$ cat src/rtl/cam_pattern_generator_if.sv
// Pattern-generator control and byte-stream bundle.
// master = generator side, slave = consumer/controller side.
interface cam_pattern_generator_if #(
    parameter int DATA_W      = 8,
    parameter int FRAME_CNT_W = 16
);
    logic                   enable;
    logic                   continuous;
    logic [1:0]             mode;
    logic [DATA_W-1:0]      const_value;
    logic [DATA_W-1:0]      data_out;
    logic                   pixel_valid;
    logic                   href;
    logic                   vsync;
    logic                   line_start;
    logic                   frame_start;
    logic                   frame_done;
    logic [FRAME_CNT_W-1:0] frame_count;
    logic                   busy;

    modport master (
        input  enable, continuous, mode, const_value,
        output data_out, pixel_valid, href, vsync, line_start, frame_start,
               frame_done, frame_count, busy
    );

    modport slave (
        output enable, continuous, mode, const_value,
        input  data_out, pixel_valid, href, vsync, line_start, frame_start,
               frame_done, frame_count, busy
    );
endinterface

$ cat src/rtl/cam_pattern_generator.sv
// OV7670-style camera timing and test-pattern source with registered outputs.
// Emits START/vsync, V_LINES x H_BYTES bytes with line pauses, then an END pause.
module cam_pattern_generator #(
    parameter int DATA_W      = 8,
    parameter int H_BYTES     = 1280,
    parameter int V_LINES     = 480,
    parameter int START_PAUSE = 17400,
    parameter int LINE_PAUSE  = 144,
    parameter int END_PAUSE   = 6255,
    parameter int VSYNC_LEN   = 1280,
    parameter int CHECK_SHIFT = 4,
    parameter int FRAME_CNT_W = 16
) (
    input  logic                   i_clk,
    input  logic                   i_reset,
    cam_pattern_generator_if.master bus
);
    localparam int H_W    = $clog2(H_BYTES);
    localparam int V_W    = $clog2(V_LINES + 1);
    localparam int P_MAX0 = (START_PAUSE > LINE_PAUSE) ? START_PAUSE : LINE_PAUSE;
    localparam int P_MAX  = (P_MAX0 > END_PAUSE) ? P_MAX0 : END_PAUSE;
    localparam int CNT_W  = $clog2(P_MAX + 1);
    // Lines narrower than 8 bytes get one-byte bars so the bar index stays defined.
    localparam int BW_EFF = (H_BYTES / 8 < 1) ? 1 : H_BYTES / 8;

    localparam logic [H_W-1:0]   H_LAST      = H_W'(H_BYTES - 1);
    localparam logic [H_W-1:0]   BW_LAST     = H_W'(BW_EFF - 1);
    localparam logic [V_W-1:0]   V_LAST      = V_W'(V_LINES - 1);
    localparam logic [CNT_W-1:0] START_LAST  = CNT_W'(START_PAUSE - 1);
    localparam logic [CNT_W-1:0] PAUSE_LAST  = CNT_W'(LINE_PAUSE - 1);
    localparam logic [CNT_W-1:0] END_LAST    = CNT_W'(END_PAUSE - 1);
    localparam logic [CNT_W-1:0] VSYNC_M     = CNT_W'(VSYNC_LEN);

    typedef enum logic [2:0] {S_IDLE, S_START, S_LINE, S_PAUSE, S_END} state_t;

    state_t                 r_state;
    logic [CNT_W-1:0]       r_cnt;
    logic [H_W-1:0]         r_h;
    logic [H_W-1:0]         r_bar_cnt;
    logic [V_W-1:0]         r_v;
    logic [2:0]             r_bar;
    logic [1:0]             r_mode;
    logic [DATA_W-1:0]      r_const;
    logic                   r_cont;
    logic [DATA_W-1:0]      r_data_out;
    logic                   r_pixel_valid;
    logic                   r_href;
    logic                   r_vsync;
    logic                   r_line_start;
    logic                   r_frame_start;
    logic                   r_frame_done;
    logic [FRAME_CNT_W-1:0] r_frame_count;
    logic                   r_busy;

    logic                   w_end_last;
    logic                   w_start;
    logic [2:0]             w_nbar;
    logic [H_W-1:0]         w_nbar_cnt;
    logic [DATA_W-1:0]      w_cnt_next;

    function automatic logic [DATA_W-1:0] f_pattern(
        input logic [1:0]        m,
        input logic [H_W-1:0]    h,
        input logic [V_W-1:0]    v,
        input logic [2:0]        bar,
        input logic [DATA_W-1:0] cnt,
        input logic [DATA_W-1:0] cv
    );
        logic [31:0] chk;
        chk = ((32'(h) >> CHECK_SHIFT) ^ (32'(v) >> CHECK_SHIFT)) & 32'd1;
        case (m)
            2'd0:    return cnt;
            2'd1:    return DATA_W'(bar) << (DATA_W - 3);
            2'd2:    return (chk != 32'd0) ? {DATA_W{1'b1}} : {DATA_W{1'b0}};
            default: return cv;
        endcase
    endfunction

    always_comb begin
        w_end_last = (r_state == S_END) && (r_cnt == END_LAST);
        w_start    = ((r_state == S_IDLE) || (w_end_last && r_cont)) && bus.enable;
        w_nbar     = r_bar;
        w_nbar_cnt = r_bar_cnt + 1'b1;
        if (r_bar_cnt == BW_LAST && r_bar != 3'd7) begin
            w_nbar     = r_bar + 3'd1;
            w_nbar_cnt = '0;
        end
        w_cnt_next = r_data_out + 1'b1;
    end

    // Outputs are loaded together with the state they describe, so they need no decode delay.
    always_ff @(posedge i_clk) begin
        if (i_reset) begin
            r_state       <= S_IDLE;
            r_cnt         <= '0;
            r_h           <= '0;
            r_bar_cnt     <= '0;
            r_v           <= '0;
            r_bar         <= '0;
            r_mode        <= '0;
            r_const       <= '0;
            r_cont        <= 1'b0;
            r_data_out    <= '0;
            r_pixel_valid <= 1'b0;
            r_href        <= 1'b0;
            r_vsync       <= 1'b0;
            r_line_start  <= 1'b0;
            r_frame_start <= 1'b0;
            r_frame_done  <= 1'b0;
            r_frame_count <= '0;
            r_busy        <= 1'b0;
        end else begin
            r_line_start  <= 1'b0;
            r_frame_start <= 1'b0;
            r_frame_done  <= 1'b0;
            case (r_state)
                S_START: begin
                    if (r_cnt == START_LAST) begin
                        r_state       <= S_LINE;
                        r_vsync       <= 1'b0;
                        r_h           <= '0;
                        r_v           <= '0;
                        r_bar         <= '0;
                        r_bar_cnt     <= '0;
                        r_pixel_valid <= 1'b1;
                        r_href        <= 1'b1;
                        r_line_start  <= 1'b1;
                        r_frame_start <= 1'b1;
                        r_data_out    <= f_pattern(r_mode, '0, '0, 3'd0,
                                                   DATA_W'(r_frame_count), r_const);
                    end else begin
                        r_cnt   <= r_cnt + 1'b1;
                        r_vsync <= (r_cnt + 1'b1) < VSYNC_M;
                    end
                end
                S_LINE: begin
                    if (r_h == H_LAST) begin
                        r_pixel_valid <= 1'b0;
                        r_href        <= 1'b0;
                        r_cnt         <= '0;
                        r_state       <= (r_v == V_LAST) ? S_END : S_PAUSE;
                    end else begin
                        r_h        <= r_h + 1'b1;
                        r_bar      <= w_nbar;
                        r_bar_cnt  <= w_nbar_cnt;
                        r_data_out <= f_pattern(r_mode, r_h + 1'b1, r_v, w_nbar,
                                                w_cnt_next, r_const);
                    end
                end
                S_PAUSE: begin
                    if (r_cnt == PAUSE_LAST) begin
                        r_state       <= S_LINE;
                        r_v           <= r_v + 1'b1;
                        r_h           <= '0;
                        r_bar         <= '0;
                        r_bar_cnt     <= '0;
                        r_pixel_valid <= 1'b1;
                        r_href        <= 1'b1;
                        r_line_start  <= 1'b1;
                        r_data_out    <= f_pattern(r_mode, '0, r_v + 1'b1, 3'd0,
                                                   w_cnt_next, r_const);
                    end else begin
                        r_cnt <= r_cnt + 1'b1;
                    end
                end
                S_END: begin
                    if (w_end_last) begin
                        r_frame_done  <= 1'b1;
                        r_frame_count <= r_frame_count + 1'b1;
                        r_state       <= S_IDLE;
                        r_busy        <= 1'b0;
                    end else begin
                        r_cnt <= r_cnt + 1'b1;
                    end
                end
                default: ;
            endcase
            // Frame settings are captured only here and stay frozen for the whole frame.
            if (w_start) begin
                r_state <= S_START;
                r_cnt   <= '0;
                r_vsync <= 1'b1;
                r_busy  <= 1'b1;
                r_mode  <= bus.mode;
                r_const <= bus.const_value;
                r_cont  <= bus.continuous;
            end
        end
    end

    assign bus.data_out    = r_data_out;
    assign bus.pixel_valid = r_pixel_valid;
    assign bus.href        = r_href;
    assign bus.vsync       = r_vsync;
    assign bus.line_start  = r_line_start;
    assign bus.frame_start = r_frame_start;
    assign bus.frame_done  = r_frame_done;
    assign bus.frame_count = r_frame_count;
    assign bus.busy        = r_busy;
endmodule

$ cat src/flat_wrapper.sv
// flat-port wrapper written by rule: the top's interface ports become plain ports
module cam_pattern_generator_flat 
#(
    parameter int DATA_W      = 8,
    parameter int H_BYTES     = 1280,
    parameter int V_LINES     = 480,
    parameter int START_PAUSE = 17400,
    parameter int LINE_PAUSE  = 144,
    parameter int END_PAUSE   = 6255,
    parameter int VSYNC_LEN   = 1280,
    parameter int CHECK_SHIFT = 4,
    parameter int FRAME_CNT_W = 16
)
  (i_clk, i_reset, bus_enable, bus_continuous, bus_mode, bus_const_value, bus_data_out, bus_pixel_valid, bus_href, bus_vsync, bus_line_start, bus_frame_start, bus_frame_done, bus_frame_count, bus_busy);
  cam_pattern_generator_if #(.DATA_W(DATA_W), .FRAME_CNT_W(FRAME_CNT_W)) bus_i ();
  input  logic i_clk;
  input  logic i_reset;
  input wire logic [$bits(bus_i.enable)-1:0] bus_enable;
  input wire logic [$bits(bus_i.continuous)-1:0] bus_continuous;
  input wire logic [$bits(bus_i.mode)-1:0] bus_mode;
  input wire logic [$bits(bus_i.const_value)-1:0] bus_const_value;
  output wire logic [$bits(bus_i.data_out)-1:0] bus_data_out;
  output wire logic [$bits(bus_i.pixel_valid)-1:0] bus_pixel_valid;
  output wire logic [$bits(bus_i.href)-1:0] bus_href;
  output wire logic [$bits(bus_i.vsync)-1:0] bus_vsync;
  output wire logic [$bits(bus_i.line_start)-1:0] bus_line_start;
  output wire logic [$bits(bus_i.frame_start)-1:0] bus_frame_start;
  output wire logic [$bits(bus_i.frame_done)-1:0] bus_frame_done;
  output wire logic [$bits(bus_i.frame_count)-1:0] bus_frame_count;
  output wire logic [$bits(bus_i.busy)-1:0] bus_busy;
  assign bus_i.enable = bus_enable;
  assign bus_i.continuous = bus_continuous;
  assign bus_i.mode = bus_mode;
  assign bus_i.const_value = bus_const_value;
  assign bus_data_out = bus_i.data_out;
  assign bus_pixel_valid = bus_i.pixel_valid;
  assign bus_href = bus_i.href;
  assign bus_vsync = bus_i.vsync;
  assign bus_line_start = bus_i.line_start;
  assign bus_frame_start = bus_i.frame_start;
  assign bus_frame_done = bus_i.frame_done;
  assign bus_frame_count = bus_i.frame_count;
  assign bus_busy = bus_i.busy;
  cam_pattern_generator #(.DATA_W(DATA_W), .H_BYTES(H_BYTES), .V_LINES(V_LINES), .START_PAUSE(START_PAUSE), .LINE_PAUSE(LINE_PAUSE), .END_PAUSE(END_PAUSE), .VSYNC_LEN(VSYNC_LEN), .CHECK_SHIFT(CHECK_SHIFT), .FRAME_CNT_W(FRAME_CNT_W)) u_core (.i_clk(i_clk), .i_reset(i_reset), .bus(bus_i));
endmodule
$ cat config.mk
export PLATFORM = sky130hd
export DESIGN_NAME = cam_pattern_generator_flat
export DESIGN_NICKNAME = d
export VERILOG_FILES = /design/src/rtl/cam_pattern_generator_if.sv /design/src/rtl/cam_pattern_generator.sv /design/src/flat_wrapper.sv
export SDC_FILE = /design/constraint.sdc
export NUM_CORES = 1
export LEC_CHECK = 0
export BUFFER_PORTS_ARGS = -buffer_cell sky130_fd_sc_hd__buf_2
export CAP_MARGIN = 20
export CORE_MARGIN = 2
export CORE_UTILIZATION = 50
export DETAILED_ROUTE_END_ITERATION = 7
export HOLD_SLACK_MARGIN = 0.1
export PLACE_DENSITY = 0.8
export SLEW_MARGIN = 20
export SYNTH_ARGS = -nofsm -noshare
export SYNTH_HDL_FRONTEND = slang
export SYNTH_SLANG_ARGS = --single-unit
$ cat constraint.sdc
create_clock -name i_clk -period 3.5 [get_ports i_clk]
set_clock_uncertainty 0.15 [all_clocks]
set_input_delay 1.05 -clock i_clk [delete_from_list [all_inputs] [get_ports i_clk]]
set_output_delay 1.05 -clock i_clk [all_outputs]
set_load 0.05 [all_outputs]
; Word level (Yosys, flattened, before mapping)
; Cells that the tools add are included.
[totals]
register_bits = 93
out_inout_bits = 31
input_bits = 14
[op_classes]
n_bitwise = 3
n_addsub = 7
magnitude_cmp = 1
n_reduce_logical = 26
n_eq_ne = 25
n_mux = 50
[ops]
columns = op, count
row1 = $pmux 8 s3, 3
row2 = $pmux 11 s3, 2
row3 = $mux 15, 4
row4 = $pmux 15 s4, 1
row5 = $mux 11, 5
row6 = $mux 8, 5
row7 = $mux 3, 9
row8 = $add 11x1->11 const B, 2
row9 = $mux 9, 2
row10 = $pmux 9 s2, 1
row11 = $add 16x1->16 const B, 1
row12 = $pmux 8 s2, 1
row13 = $add 15x1->15 const B, 1
row14 = $eq 15x13->1 const B, 1
row15 = $eq 15x15->1 const B, 1
row16 = $eq 15x8->1 const B, 1
row17 = $lt 15x11->1 const B, 1
row18 = $reduce_and 5->1, 3
row19 = $mux 1, 13
row20 = $ne 3x1->1 const B, 4
row21 = $pmux 3 s4, 1
row22 = $eq 11x11->1 const B, 1
row23 = $eq 11x8->1 const B, 1
row24 = $add 9x1->9 const B, 1
row25 = other kinds (28), 47

; Logic depth before layout (Yosys ltp)
[depth]
word_depth = 7
ltp_mapped = 10

; Worst setup path before layout
; No wires, ideal clock.
[synth_path]
path_kind = register -> register
from = reg u_core.r_h[0]
to = reg u_core.r_cnt[10]
stages_incl_launch_ff = 8
period_less_slack_ns = 2.482
arrival_ns = 2.210
path_slack_ns = 1.018
required_ns = 3.228
path_cell_list = dfxtp_1 ha_1 nor4bb_1 a41oi_1 o221ai_2 buf_2 nand2_1 o311a_1
[synth_between]
elab_chain_len = 3
[synth_rtl]
columns = item, line
row1 = start: declaration, cam_pattern_generator.sv:38  ; logic [H_W-1:0] r_h;
row2 = start signal: assignment, cam_pattern_generator.sv:143  ; r_h <= r_h + 1'b1;
row3 = $eq 11x11->1, cam_pattern_generator.sv:137  ; if (r_h == H_LAST) begin
row4 = $ne 2x1->1 (no source line), n/a
row5 = $reduce_and 5->1 (no source line), n/a
row6 = end signal: assignment, cam_pattern_generator.sv:132  ; r_cnt <= r_cnt + 1'b1;
row7 = end signal: assignment, cam_pattern_generator.sv:163  ; r_cnt <= r_cnt + 1'b1;
row8 = end signal: assignment, cam_pattern_generator.sv:173  ; r_cnt <= r_cnt + 1'b1;
row9 = end: declaration, cam_pattern_generator.sv:37  ; logic [CNT_W-1:0] r_cnt;
; No other way between the ends.
; A chain may end at the register's enable or synchronous reset.

; Worst setup path in the final report
; Same ends and word-level chain as after synthesis.

==> metrics <==
largest net degree at the start of global routing=45; Seq/Total Area, Yosys=a little under 40%; initial antenna violation count=0; row count=35; most frequent CP cell=buf_4; hold buffer count at CTS=0; DPL Wire Length=between 8 and 9 mm; Slew headroom=51.8%; Yosys Warn Count=0; Tmin final=around 2.8 ns; Core Area=between 0.009 and 0.01 sq mm; vias in the first global route=~4000; Final setup viols=0; IO buf count=44; 1st-iter DRT viols=317; final period utilization=81.1%; RSZ-0062 raised after global routing=no; Max Freq=~0.35 GHz; share of cells above drive strength 1=roughly 14%; Die Ht=around 100 microns; die width=102 microns; Max Root-Sink Buffers=2; WHS Path Cells=2; routed via count=approximately 4500; Worst-Skew Late Latency=around 0.38 ns; overall routed net length=11.8 mm; Setup crit end kind=register; dominant cell type by area after synthesis=dfxtp_1; PostCTS Resize Cnt=0; CP max FO=29; Mapped Cells=slightly above 600; P_leak=about 1.9 nW; reg2reg end=u_core.r_cnt[10]; DR WL/cell=approximately 15 microns; Antenna Cells=0; Power Density=374 mW/mm^2; Reg clk slew, reported paths=around 0.10 ns; Util after Layout=a little under three fifths; Num CTS Buffers=9; WP data arrival=2.96 ns; htree depth=3; GR Overflow Total=0; number of routed nets with antenna violations=0; R2R cell count=8; post-CTS setup buffers=0; critical path endpoint=u_core.r_cnt[10]; gr usage total=a little under a quarter; Unique masters post-synth=64; crit path cell chain=ha_1 -> nor4bb_1 -> buf_4 -> a41oi_1 -> o221ai_2 -> buf_4 -> nand2_1 -> o311a_1; Avg Cell Area, Syn=around 7.9 sq um; nets=663; Final Cell Area=0.00533 sq mm; Max VDD drop=0.231 mV; DRC viols=0; crit path kind=reg2reg; ys async rst share=0%; overall power=about 2 mW; Via-to-Cell Ratio=just under 6; # Max-Cap Violations=0; Final GP Congestion=0.895; hold_sp=u_core.r_const[0]; Post-Place Cell Area=0.00514 sq mm; HP Class=reg2reg; Initial Util=approximately 52%; clock sinks=a little over 90; result of the run=finished clean; Worst R2R Start=u_core.r_h[0]; CP Launch Point=u_core.r_h[0]; Post-Syn Nets=630; Worst setup SP type=register; most common flop cell mapped by yosys=dfxtp_1; setup_tns=0 ns; # IOs=between 40 and 50; CP max stage cell=dfxtp_1; CP max stage delay=0.41 ns; first-pass GRT wire length=roughly 19 mm; R2R setup slack=0.66 ns; P&R area growth vs syn=10.6%; top cells by area, synth=dfxtp_1, nor2_1, nand2_1, xor2_1, a21oi_1; share of the synthesized area in the top cell type=roughly 39%; CTS root buffer=clkbuf_8; Synth Register Bits=93; EDFF count, synth=0; drt pass-1 iters=5; CTS tree=yes; max-slew violation count=0; Mapped Area=between 0.004 and 0.005 sq mm; Final Hold Fails=0; die area=0.0104 sq mm; Required @ worst endpoint=3.62 ns; worst-margin pin slew=~0.72 ns
-- cell usage in the layout (no fill, tap or decap), drive strengths merged, types with 2 or more instances in the layout --
master / n
a211oi: 5
a21o: 2
a21oi: 44
a221o: 2
a22o: 4
a22oi: 5
a31oi: 9
and3: 10
and4: 2
buf: 53
clkbuf: 9
clkinvlp: 2
dfxtp: 93
ha: 9
inv: 16
mux2i: 3
nand2: 75
nand2b: 3
nand3: 35
nand3b: 4
nand4: 13
nor2: 78
nor2b: 4
nor3: 21
nor4: 9
o211ai: 2
o21ai: 33
o22ai: 4
or2: 5
or3: 11
or3b: 3
or4: 5
or4b: 2
xnor2: 22
xor2: 26
-- worst min-delay path by stage --
| stage | end |
|---|---|
| finish | u_core.r_const[0] |
| global route | u_core.r_const[1] |
| CTS | u_core.r_const[0] |
| detailed placement | u_core.r_const[0] |
| global placement | u_core.r_const[1] |
| floorplan | u_core.r_const[0] |
-- sequential cells by signal (all words and copies together), names as in the netlist, 2 cells and up --
register                cells
u_core.r_h                 11
u_core.r_v                  9
u_core.r_cnt               15
u_core.r_mode               2
u_core.bus.frame_count     16
u_core.r_const              8
u_core.r_bar                3
u_core.bus.data_out         8
u_core.r_bar_cnt           11
u_core.r_state              3
-- cell usage after synthesis, types with 6 or more instances --
cell      number
ha_1           9
a31oi_1        9
inv_1         12
a21oi_1       44
xnor2_1       22
nand3_1       34
dfxtp_1       93
clkbuf_1      24
nor2_1        77
nand4_1       13
o21ai_1        7
nand2_1       74
and3_1        10
or3_1         11
xor2_1        26
nor3_1        21
o21ai_0       26
nor4_1         6
buf_2          6
-- metrics by stage --
step / setup WS (ns) / std cells / hold slack, ns
2_1_floorplan: 1.02 / 607 / 0.283
3_3_place_gp: 0.781 / 758 / 0.298
3_5_place_dp: 0.723 / 758 / 0.298
4_1_cts: 0.686 / 774 / 0.313
5_1_grt: 0.442 / 774 / 0.342
6_report: 0.662 / 774 / 0.314
-- routing by layer --
metal | track usage (%) | wire, microns | vias to the layer above | part of all wire (%)
li1 | - | - | 2217 | -
met1 | 30.1 | 5180 | 2116 | 44
met2 | 38.2 | 5590 | 172 | 47
met3 | 3.42 | 806 | 22 | 6.8
met4 | 9.23 | 223 | 0 | 1.9
met5 | 0 | 0 | - | 0
-- logic make-up (layout without fill, tap and decap cells) --
family	count (synthesis)	in the layout	synth area share, %
flops	93	93	38.6
mux	3	3	0.623
simple gates	285	285	29.6
xor+xnor	48	48	8.72
fa+ha+maj	9	9	2.34
compound gates	126	126	16.5
buf+inv	43	81	3.58
-- power breakdown --
group / internal [mW] / switching [mW] / leakage [nW]
Sequential: 1.08 / 0.0251 / 0.753
Combinational: 0.0544 / 0.136 / 1.09
Clock: 0.274 / 0.424 / 0.0900
Total: 1.41 / 0.585 / 1.94
-- cell type report --
type / instances / area (sq um)
Sequential cell: 93 / 1860
Multi-Input combinational cell: 471 / 2790
Inverter: 12 / 45.0
Clock buffer: 9 / 124
Tap cell: 129 / 161
Timing Repair Buffer: 53 / 288
Fill cell: 884 / 3950
Clock inverter: 7 / 66.3
-- critical path: cells and delay by family (launching register included) --
kind | cells | cell delay [ns]
AOI/OAI and AO/OA | 3 | 0.76
and+or+nand+nor | 2 | 0.62
buffers and inverters | 2 | 0.53
DFF | 1 | 0.41
adders and majority gates | 1 | 0.26
Note: power is estimated with default switching activity, not from simulation.
